--- config.mk ---
export PLATFORM = sky130hd
export DESIGN_NAME = ir_nec_tx
export DESIGN_NICKNAME = d
export VERILOG_FILES = /design/src/rtl/ir_nec_tx.sv
export SDC_FILE = /design/constraint.sdc
export NUM_CORES = 1
export LEC_CHECK = 0
export BUFFER_PORTS_ARGS = -buffer_cell sky130_fd_sc_hd__buf_2
export CORE_ASPECT_RATIO = 2
export CORE_MARGIN = 2
export CORE_UTILIZATION = 55
export DETAILED_ROUTE_END_ITERATION = 10
export GPL_TIMING_DRIVEN = 0
export PLACE_DENSITY = 0.76
export SYNTH_ARGS = -nofsm -noshare
export SYNTH_HDL_FRONTEND = slang
export SYNTH_SLANG_ARGS = --single-unit
--- constraint.sdc ---
create_clock -name clk_50 -period 2.15 [get_ports clk_50]
set_clock_uncertainty 0.05 [all_clocks]
set_input_delay 0.43 -clock clk_50 [delete_from_list [all_inputs] [get_ports clk_50]]
set_output_delay 0.43 -clock clk_50 [all_outputs]
set_load 0.005 [all_outputs]
--- src/rtl/ir_nec_tx.sv ---
// NEC infrared transmitter: takes an address/command (or a repeat request) over a
// valid/ready handshake and plays the pulse-distance frame out on ir_tx.
module ir_nec_tx #(
  parameter int UNIT_CYCLES  = 28125,
  parameter int CARRIER_HALF = 658,
  parameter bit MODULATE     = 1'b1,
  parameter int GAP_UNITS    = 72
) (
  input  logic       clk_50,
  input  logic       rst_n,
  input  logic       tx_valid,
  output logic       tx_ready,
  input  logic       tx_repeat,
  input  logic [7:0] tx_addr,
  input  logic [7:0] tx_cmd,
  output logic       ir_tx,
  output logic       ir_envelope,
  output logic       busy,
  output logic       done
);

  typedef enum logic [2:0] {
    S_IDLE,
    S_LEAD_MARK,
    S_LEAD_SPACE,
    S_REP_SPACE,
    S_BIT_MARK,
    S_BIT_SPACE,
    S_STOP_MARK,
    S_GAP
  } state_t;

  localparam int MAX_UNITS = (GAP_UNITS > 16) ? GAP_UNITS : 16;
  localparam int UW        = $clog2(UNIT_CYCLES);
  localparam int PW        = $clog2(MAX_UNITS);
  localparam int CW        = $clog2(2 * CARRIER_HALF);

  localparam logic [UW-1:0] UNIT_LAST = UW'(UNIT_CYCLES - 1);
  localparam logic [CW-1:0] CAR_LAST  = CW'(2 * CARRIER_HALF - 1);
  localparam logic [CW-1:0] CAR_HALF  = CW'(CARRIER_HALF);

  state_t          state_q, state_d;
  logic [UW-1:0]   unit_q, unit_d;
  logic [PW-1:0]   phase_q, phase_d;
  logic [31:0]     shift_q, shift_d;
  logic [4:0]      bit_q, bit_d;
  logic            rep_q, rep_d;
  logic [CW-1:0]   car_q, car_d;
  logic            env_q, env_d;
  logic            tx_q, tx_d;
  logic            busy_q, busy_d;
  logic            ready_q, ready_d;
  logic            done_q, done_d;

  logic [PW-1:0]   last_phase;
  logic            unit_end;
  logic            state_end;
  logic            transfer;
  logic            mark_entry;
  logic            car_hi;

  // Durations are stored as (units - 1) so a 16-unit state fits in a 4-bit counter.
  always_comb begin
    last_phase = '0;
    case (state_q)
      S_LEAD_MARK:  last_phase = PW'(15);
      S_LEAD_SPACE: last_phase = PW'(7);
      S_REP_SPACE:  last_phase = PW'(3);
      S_BIT_SPACE:  last_phase = shift_q[0] ? PW'(2) : PW'(0);
      S_GAP:        last_phase = PW'(GAP_UNITS - 1);
      default:      last_phase = '0;
    endcase
  end

  assign unit_end  = (unit_q == UNIT_LAST);
  assign state_end = unit_end && (phase_q == last_phase);
  assign transfer  = tx_valid && ready_q;

  // NOTE: every variable driven here gets a default first, so no path can leave
  // it unassigned and infer a latch.
  always_comb begin
    state_d = state_q;
    unit_d  = unit_q;
    phase_d = phase_q;
    shift_d = shift_q;
    bit_d   = bit_q;
    rep_d   = rep_q;
    done_d  = 1'b0;

    if (state_q == S_IDLE) begin
      unit_d  = '0;
      phase_d = '0;
      if (transfer) begin
        state_d = S_LEAD_MARK;
        shift_d = {~tx_cmd, tx_cmd, ~tx_addr, tx_addr};
        rep_d   = tx_repeat;
        bit_d   = '0;
      end
    end else if (state_end) begin
      unit_d  = '0;
      phase_d = '0;
      case (state_q)
        S_LEAD_MARK:  state_d = rep_q ? S_REP_SPACE : S_LEAD_SPACE;
        S_LEAD_SPACE: begin
          state_d = S_BIT_MARK;
          bit_d   = '0;
        end
        S_REP_SPACE:  state_d = S_STOP_MARK;
        S_BIT_MARK:   state_d = S_BIT_SPACE;
        S_BIT_SPACE: begin
          shift_d = {1'b0, shift_q[31:1]};
          bit_d   = bit_q + 5'd1;
          state_d = (bit_q == 5'd31) ? S_STOP_MARK : S_BIT_MARK;
        end
        S_STOP_MARK:  state_d = S_GAP;
        S_GAP: begin
          state_d = S_IDLE;
          done_d  = 1'b1;
        end
        default:      state_d = S_IDLE;
      endcase
    end else if (unit_end) begin
      unit_d  = '0;
      phase_d = phase_q + PW'(1);
    end else begin
      unit_d = unit_q + UW'(1);
    end
  end

  // Outputs are computed from the next state so they change on the same edge as it.
  always_comb begin
    env_d      = (state_d == S_LEAD_MARK) || (state_d == S_BIT_MARK) ||
                 (state_d == S_STOP_MARK);
    mark_entry = env_d && (state_d != state_q);
    car_d      = '0;
    if (env_d && !mark_entry) begin
      car_d = (car_q == CAR_LAST) ? '0 : car_q + CW'(1);
    end
    car_hi  = env_d && (car_d < CAR_HALF);
    tx_d    = MODULATE ? car_hi : env_d;
    busy_d  = (state_d != S_IDLE);
    ready_d = (state_d == S_IDLE);
  end

  // NOTE: sequential state uses non-blocking assignments so every register
  // samples the pre-edge values regardless of statement order.
  always_ff @(posedge clk_50 or negedge rst_n) begin
    if (!rst_n) begin
      state_q <= S_IDLE;
      unit_q  <= '0;
      phase_q <= '0;
      shift_q <= '0;
      bit_q   <= '0;
      rep_q   <= 1'b0;
      car_q   <= '0;
      env_q   <= 1'b0;
      tx_q    <= 1'b0;
      busy_q  <= 1'b0;
      ready_q <= 1'b1;
      done_q  <= 1'b0;
    end else begin
      state_q <= state_d;
      unit_q  <= unit_d;
      phase_q <= phase_d;
      shift_q <= shift_d;
      bit_q   <= bit_d;
      rep_q   <= rep_d;
      car_q   <= car_d;
      env_q   <= env_d;
      tx_q    <= tx_d;
      busy_q  <= busy_d;
      ready_q <= ready_d;
      done_q  <= done_d;
    end
  end

  assign tx_ready    = ready_q;
  assign ir_tx       = tx_q;
  assign ir_envelope = env_q;
  assign busy        = busy_q;
  assign done        = done_q;

endmodule

[Word-level counts from Yosys, hierarchy flattened]
Index checks and enable logic that the tools add are counted.
Storage, ports and cells
  output and inout port bits: 5
  register bits: 79
  logic and storage cells: 80
Cells by class
  add/subtract/negate cells: 4
  equal/unequal tests: 16
  muxes and demuxes: 27
  $lt $le $gt $ge: 1
  bitwise operators: 2
  reductions and logical operators: 18
Operators with widths (number)
  2-to-1 mux 32 bit: 4
  2-to-1 mux 15 bit: 3
  case mux 7 bit (5 select lines): 1
  2-to-1 mux 11 bit: 2
  2-to-1 mux 7 bit: 3
  equality test 3 bit, second input constant: 6
  case mux 3 bit (6 select lines): 1
  inverter 8 bit: 2
  adder 15 x 1 -> 15 bit, second input constant: 1
  equality test 15 bit, second input constant: 1
  2-to-1 mux 5 bit: 3
  adder 11 x 1 -> 11 bit, second input constant: 1
  equality test 11 bit, second input constant: 1
  less-than comparator 11 x 10 -> 1 bit, second input constant: 1
  case mux 5 bit (2 select lines): 1
  2-to-1 mux 3 bit: 3
  nonzero test 3 bit: 3
  adder 7 x 1 -> 7 bit, second input constant: 1
  equality test 7 bit: 1
  equality test 3 x 1 -> 1 bit, second input constant: 2
  equality test 3 x 2 -> 1 bit, second input constant: 2
  zero test 3 bit: 2
  AND reduction 3 bit: 2
  adder 5 x 1 -> 5 bit, second input constant: 1
  10 further kinds: 20

[Logic depth before layout (Yosys ltp)]
  word-level depth: 15
  gate-level depth with buffers: 10
  mapped depth without buffers: 9

[Least setup slack after synthesis]
OpenSTA, ideal clock, no wires.
  path type: register to register
  start: reg unit_q[0]
  end: reg tx_q, in the netlist ir_tx
  stages on the path, launching flop included: 11
  arrival: 2091 ps
  setup time: 82 ps
  buffers on the path: 1
  setup slack: -73 ps
  clock period less this slack: 2223 ps
  cell sequence: dfrtp_1 inv_1 ha_1 nand4b_1 and4bb_4 nand3_2 nor4_2 buf_4 xnor2_1 nand3b_1 a31oi_1
On the way
  word-level cells in the longest chain between the ends: 13
  elaborated cells on any way between the ends: 16
Ends and longest elaborated chain
  from (decl): line 43  | logic [UW-1:0] unit_q, unit_d;
  from (signal assigned): line 163  | unit_q <= unit_d;
  equality test 15 bit (*): line 75  | assign unit_end = (unit_q == UNIT_LAST);
  logical AND 1 bit (*): line 76  | assign state_end = unit_end && (phase_q == last_phase);
  2-to-1 mux 3 bit (*): line 99  | end else if (state_end) begin
  2-to-1 mux 3 bit (*): line 90  | if (state_q == S_IDLE) begin
  equality test 3 x 1 -> 1 bit / equality test 3 bit (equally long branches): line 132  | env_d = (state_d == S_LEAD_MARK) || (state_d == S_BIT_MARK) ||
  logical OR 1 bit (2 in a row): line 132
  logical AND 1 bit: line 134  | mark_entry = env_d && (state_d != state_q);
  zero test 1 bit: line 136  | if (env_d && !mark_entry) begin
  logical AND 1 bit: line 136
  2-to-1 mux 11 bit: line 136
  less-than comparator 11 x 10 -> 1 bit: line 139  | car_hi = env_d && (car_d < CAR_HALF);
  logical AND 1 bit (*): line 139
  named net car_hi: line 60  | logic car_hi;
  to (signal assigned): line 170  | tx_q <= tx_d;
  to (decl): line 50  | logic tx_q, tx_d;
The timed path passes the listed nets; every way through them passes the cells marked *.
A chain may end at the register's enable or synchronous reset.

[Final worst setup path]
  start: reg state_q[2]
  end: reg shift_q[0]
On the way
  word-level cells in the longest chain between the ends: 6
  elaborated cells on any way between the ends: 14
Ends and longest elaborated chain
  from (decl): line 42  | state_t state_q, state_d;
  from (signal assigned): line 162  | state_q <= state_d;
  equality test 3 bit, or another cell as far along: line 65  | case (state_q)
  case mux 7 bit (5 select lines): line 65
  equality test 7 bit: line 76
  logical AND 1 bit: line 76
  nonzero test 2 bit (no line)
  AND reduction 3 bit (no line)
  to (signal assigned): line 165  | shift_q <= shift_d;
  to (decl): line 45  | logic [31:0] shift_q, shift_d;
Several ways; a longest one is shown, not always the timed one.

==> flow_results.xml <==
<?xml version="1.0" encoding="UTF-8"?>
<metrics>
  <group name="power_and_ir_drop">
    <metric name="leak_pwr" unit="nW">2.45</metric>
    <metric name="power_per_cell_area" unit="mW/mm^2">859</metric>
    <metric name="post-layout-total-power" unit="W">0.00469</metric>
    <metric name="worst_ir_drop_on_vdd" unit="V">0.000743</metric>
  </group>
  <group name="cells_and_area">
    <metric name="layout-drive-gt1-share" unit="">0.350</metric>
    <metric name="final-seq-area" unit="sq mm">0.00198</metric>
    <metric name="antenna_cells" unit="">0</metric>
    <metric name="area_used_by_multi_input_combinational_logic" unit="sq mm">0.00236</metric>
    <metric name="final_nets" unit="">529</metric>
    <metric name="final.fill_count" unit="">455</metric>
    <metric name="areaGrowthSynthToFinish" unit="%">31.1</metric>
    <metric name="final_util" unit="">0.745</metric>
  </group>
  <group name="synthesis">
    <metric name="synth-seq-area-share" unit="">0.476</metric>
    <metric name="synthesis.instances" unit="">442</metric>
    <metric name="synthesis.area_per_instance" unit="sq um">9.41</metric>
    <metric name="synthesis.nets" unit="">468</metric>
    <metric name="ys_async_sr_fraction" unit="">1.00</metric>
    <metric name="yosys_warnings" unit="">0</metric>
    <metric name="synth_unique_cells" unit="">55</metric>
    <metric name="cell_area_synth" unit="sq mm">0.00416</metric>
    <metric name="postSynthRegisterBits" unit="">79</metric>
    <metric name="synth-edff-count" unit="">0</metric>
    <metric name="dominantRegCellSynth" unit="">sky130_fd_sc_hd__dfrtp_1</metric>
  </group>
  <group name="flow_run">
    <metric name="max_cap_violations" unit="">0</metric>
  </group>
  <group name="detailed_routing">
    <metric name="drt_iter0_drc" unit="">136</metric>
    <metric name="drc" unit="">0</metric>
    <metric name="avgViaCountPerCell" unit="">5.95</metric>
    <metric name="detailedRoute.firstPassIterationCount" unit="">4</metric>
    <metric name="antenna_left" unit="">0</metric>
    <metric name="drt-total-wl" unit="um">11100</metric>
    <metric name="vias" unit="">3571</metric>
    <metric name="detail_route.wl_per_cell" unit="um">18.4</metric>
  </group>
  <group name="worst_setup_path">
    <metric name="crit_path_top_delay_cell" unit="">sky130_fd_sc_hd__dfrtp_1</metric>
    <metric name="cp.required" unit="ns">2.31</metric>
    <metric name="endpoint_kind" unit="">register</metric>
    <metric name="critical_path_arrival" unit="ns">2.46</metric>
    <metric name="cp_class" unit="">register to register</metric>
    <metric name="critical_path.most_common_cell" unit="">sky130_fd_sc_hd__buf_6</metric>
    <metric name="critical_path.max_fanout" unit="">7</metric>
    <metric name="worst_setup_path_start_kind" unit="">register</metric>
    <metric name="max_stage_delay" unit="ns">0.40</metric>
    <metric name="worstPathBufferInverterCount" unit="">4</metric>
    <metric name="timing.critical_path.cells" unit="">buf_6, nand2b_4, a221oi_4, a32oi_4, nor4_4, buf_6, nor2_4, clkbuf_16, buf_12, nand2_2, o21ai_1</metric>
    <metric name="critical_path.top_delay_family" unit="">buffers and inverters</metric>
  </group>
  <group name="grt">
    <metric name="grt_util_overall" unit="">0.250</metric>
    <metric name="grt_overflow" unit="">0</metric>
    <metric name="first_global_vias" unit="">3585</metric>
    <metric name="grt_antenna_before_repair" unit="">0</metric>
    <metric name="largest_net_degree_at_the_start_of_global_routing" unit="">71</metric>
    <metric name="grt_first_pass_wirelength" unit="um">16100</metric>
  </group>
  <group name="clocking">
    <metric name="clk-insertion-delay-late" unit="ns">0.34</metric>
    <metric name="numClockSinks" unit="">79</metric>
    <metric name="clock_path_buffers" unit="">2</metric>
    <metric name="cts.root.buffer_cell" unit="">sky130_fd_sc_hd__clkbuf_16</metric>
    <metric name="cts_inserted_buffers" unit="">9</metric>
    <metric name="cts_tree" unit="">yes</metric>
    <metric name="htreeDepth" unit="">3</metric>
    <metric name="cts.reportedPaths.clkPinSlew" unit="ns">0.06</metric>
  </group>
  <group name="status">
    <metric name="outcome" unit="">complete, but fails checks</metric>
    <metric name="failed_checks" unit="">negative setup slack</metric>
  </group>
  <group name="sta">
    <metric name="fin_crit_sh" unit="">1.07</metric>
    <metric name="finalCriticalPeriod" unit="ns">2.30</metric>
    <metric name="unrepaired_setup_endpoints_after_global_routing" unit="">yes</metric>
    <metric name="fmaxAchievable" unit="MHz">435</metric>
    <metric name="timing_max_transition_violations_final" unit="">0</metric>
    <metric name="setup_ws" unit="ns">-0.149</metric>
    <metric name="report.final.setup_viol" unit="">46</metric>
    <metric name="hold_viol_final" unit="">0</metric>
    <metric name="timing.slew.headroom" unit="">0.406</metric>
    <metric name="worst_pin_slew" unit="ns">0.885</metric>
  </group>
  <group name="placement">
    <metric name="detailedPlace.worstSlack" unit="ns">-0.344</metric>
    <metric name="gp_congestion" unit="">0.879</metric>
    <metric name="numPortBuffers" unit="">24</metric>
    <metric name="place_hpwl" unit="um">6510</metric>
  </group>
  <group name="die">
    <metric name="die_w" unit="um">65.5</metric>
    <metric name="floorplan.die.height" unit="um">127</metric>
    <metric name="die_outline_area" unit="sq mm">0.00832</metric>
    <metric name="initial_utilization" unit="">0.568</metric>
    <metric name="core_area" unit="sq mm">0.00732</metric>
    <metric name="pin_count" unit="">25</metric>
    <metric name="rows" unit="">44</metric>
  </group>
  <group name="hold_path">
    <metric name="holdCritPathClass" unit="">input pin to register</metric>
  </group>
</metrics>
logic make-up (layout without fill, tap and decap cells):
family	Yosys count	after routing	share of synthesized area
XOR/XNOR	30	30	0.0650
AO/OA/AOI/OAI	84	84	0.121
buffers and inverters	35	100	0.0397
adder cells (fa/ha/maj)	6	6	0.0181
flip-flops	79	79	0.476
multiplexers	22	22	0.0532
AND/OR/NAND/NOR	186	187	0.227
synthesized netlist by cell type, types with 2 or more instances:
master                     count  area, sq um
sky130_fd_sc_hd__nor4bb_1      2         20.0
sky130_fd_sc_hd__nor3_1        9         45.0
sky130_fd_sc_hd__a21oi_1      23          115
sky130_fd_sc_hd__xnor2_1      13          114
sky130_fd_sc_hd__xor2_1       16          140
sky130_fd_sc_hd__mux2i_1      21          210
sky130_fd_sc_hd__nand4b_1      2         17.5
sky130_fd_sc_hd__dfrtp_1      78         1950
sky130_fd_sc_hd__o21ai_1      32          160
sky130_fd_sc_hd__nand3_1      24          120
sky130_fd_sc_hd__a31oi_1       3         18.8
sky130_fd_sc_hd__inv_1        10         37.5
sky130_fd_sc_hd__nand3b_1      4         30.0
sky130_fd_sc_hd__nor4_1        2         12.5
sky130_fd_sc_hd__nand2_1      49          184
sky130_fd_sc_hd__buf_6         2         22.5
sky130_fd_sc_hd__or3_1         2         12.5
sky130_fd_sc_hd__nor2_1       49          184
sky130_fd_sc_hd__or2_1         2         12.5
sky130_fd_sc_hd__nand2b_1      3         18.8
sky130_fd_sc_hd__nand4_1      10         62.6
sky130_fd_sc_hd__clkbuf_1      9         33.8
sky130_fd_sc_hd__ha_1          6         75.1
sky130_fd_sc_hd__buf_2        12         60.1
sky130_fd_sc_hd__o21ai_0      12         60.1
sky130_fd_sc_hd__nor2_2        8         50.1
sky130_fd_sc_hd__nor2b_1       7         43.8
sky130_fd_sc_hd__and3_1        5         31.3
path summary, 6_finish.rpt:
kind	start	slack (ns)	cells past startpoint	to
min reg2reg	shift_q[26]	0.44	2	shift_q[26]
max reg2reg	state_q[2]	-0.15	11	shift_q[0]
max	state_q[2]	-0.15	11	shift_q[0]
max in group asynchronous	rst_n	1.01	3	tx_ready
min	tx_cmd[7]	0.24	2	shift_q[31]
min in group asynchronous	rst_n	0.42	2	unit_q[8]
stage by stage:
step           instances  area, sq um  TNS [ns]  hold WS [ns]
6_report             600         5450     -3.32         0.244
5_1_grt              600         5450     -6.23         0.255
4_1_cts              589         4970    -0.298         0.240
3_5_place_dp         559         4440    -14.43         0.231
3_3_place_gp         558         4410    -11.29         0.417
2_1_floorplan        442         4180         0        0.0844
placed cells by master, fill, tap and decap left out, types with 5 or more instances in the layout:
master / Yosys / layout
sky130_fd_sc_hd__nand2_4: 0 / 8
sky130_fd_sc_hd__clkbuf_1: 9 / 5
sky130_fd_sc_hd__ha_1: 6 / 5
sky130_fd_sc_hd__nor2_1: 49 / 47
sky130_fd_sc_hd__buf_8: 0 / 5
sky130_fd_sc_hd__o21ai_1: 32 / 15
sky130_fd_sc_hd__nand2_2: 0 / 23
sky130_fd_sc_hd__nand4_1: 10 / 10
sky130_fd_sc_hd__mux2i_1: 21 / 21
sky130_fd_sc_hd__nor2_2: 8 / 6
sky130_fd_sc_hd__clkbuf_16: 0 / 13
sky130_fd_sc_hd__nand2_1: 49 / 18
sky130_fd_sc_hd__nor2_4: 0 / 5
sky130_fd_sc_hd__buf_4: 1 / 16
sky130_fd_sc_hd__nor3_1: 9 / 7
sky130_fd_sc_hd__nand3_1: 24 / 24
sky130_fd_sc_hd__a21oi_1: 23 / 21
sky130_fd_sc_hd__inv_1: 10 / 9
sky130_fd_sc_hd__buf_6: 2 / 5
sky130_fd_sc_hd__xnor2_1: 13 / 13
sky130_fd_sc_hd__dfrtp_1: 78 / 76
sky130_fd_sc_hd__o21ai_0: 12 / 7
sky130_fd_sc_hd__xor2_1: 16 / 16
sky130_fd_sc_hd__and3_1: 5 / 5
sky130_fd_sc_hd__buf_2: 12 / 28
sky130_fd_sc_hd__o21ai_2: 0 / 22
flip-flops by register name, indices dropped and copies added, names as in the netlist:
name,flops
unit_q,15
bit_q,5
rep_q,1
shift_q,32
tx_ready,1
phase_q,7
ir_envelope,1
car_q,11
done,1
state_q,3
ir_tx,1
busy,1
power breakdown:
group | switching (W) | leakage, nW | internal (W)
Combinational | 0.000605 | 1.28 | 0.000514
Clock | 0.000595 | 0.145 | 0.000907
Sequential | 0.000275 | 1.03 | 0.00179
Total | 0.00147 | 2.45 | 0.00321
final cells by class:
class                      count  area share
sequential                    79       0.363
clock inverter                 2     0.00229
inverter                      10     0.00688
clock buffer                  14      0.0521
tap                           92      0.0211
buffer                        22      0.0340
timing repair buffer          52      0.0874
multi-input combinational    329       0.433
layer usage:
metal,GRT usage,vias to the layer above,wire (um)
met4,0.131,0,505
met2,0.469,93,6390
met3,0.0414,40,310
li1,-,1656,-
met5,0,-,0
met1,0.255,1782,3860
timing repair:
item | 4_1_cts | 5_1_grt
buffers inserted | 15 | 6
cloned | 1 | 6
setup endpoints to repair | 68 | 70
pin swaps | 20 | 39
resized for setup | 39 | 98
hold buffers | 1 | 0
hold endpoints to repair | 9 | 0
No activity file was read; power rests on OpenSTA's default activity.
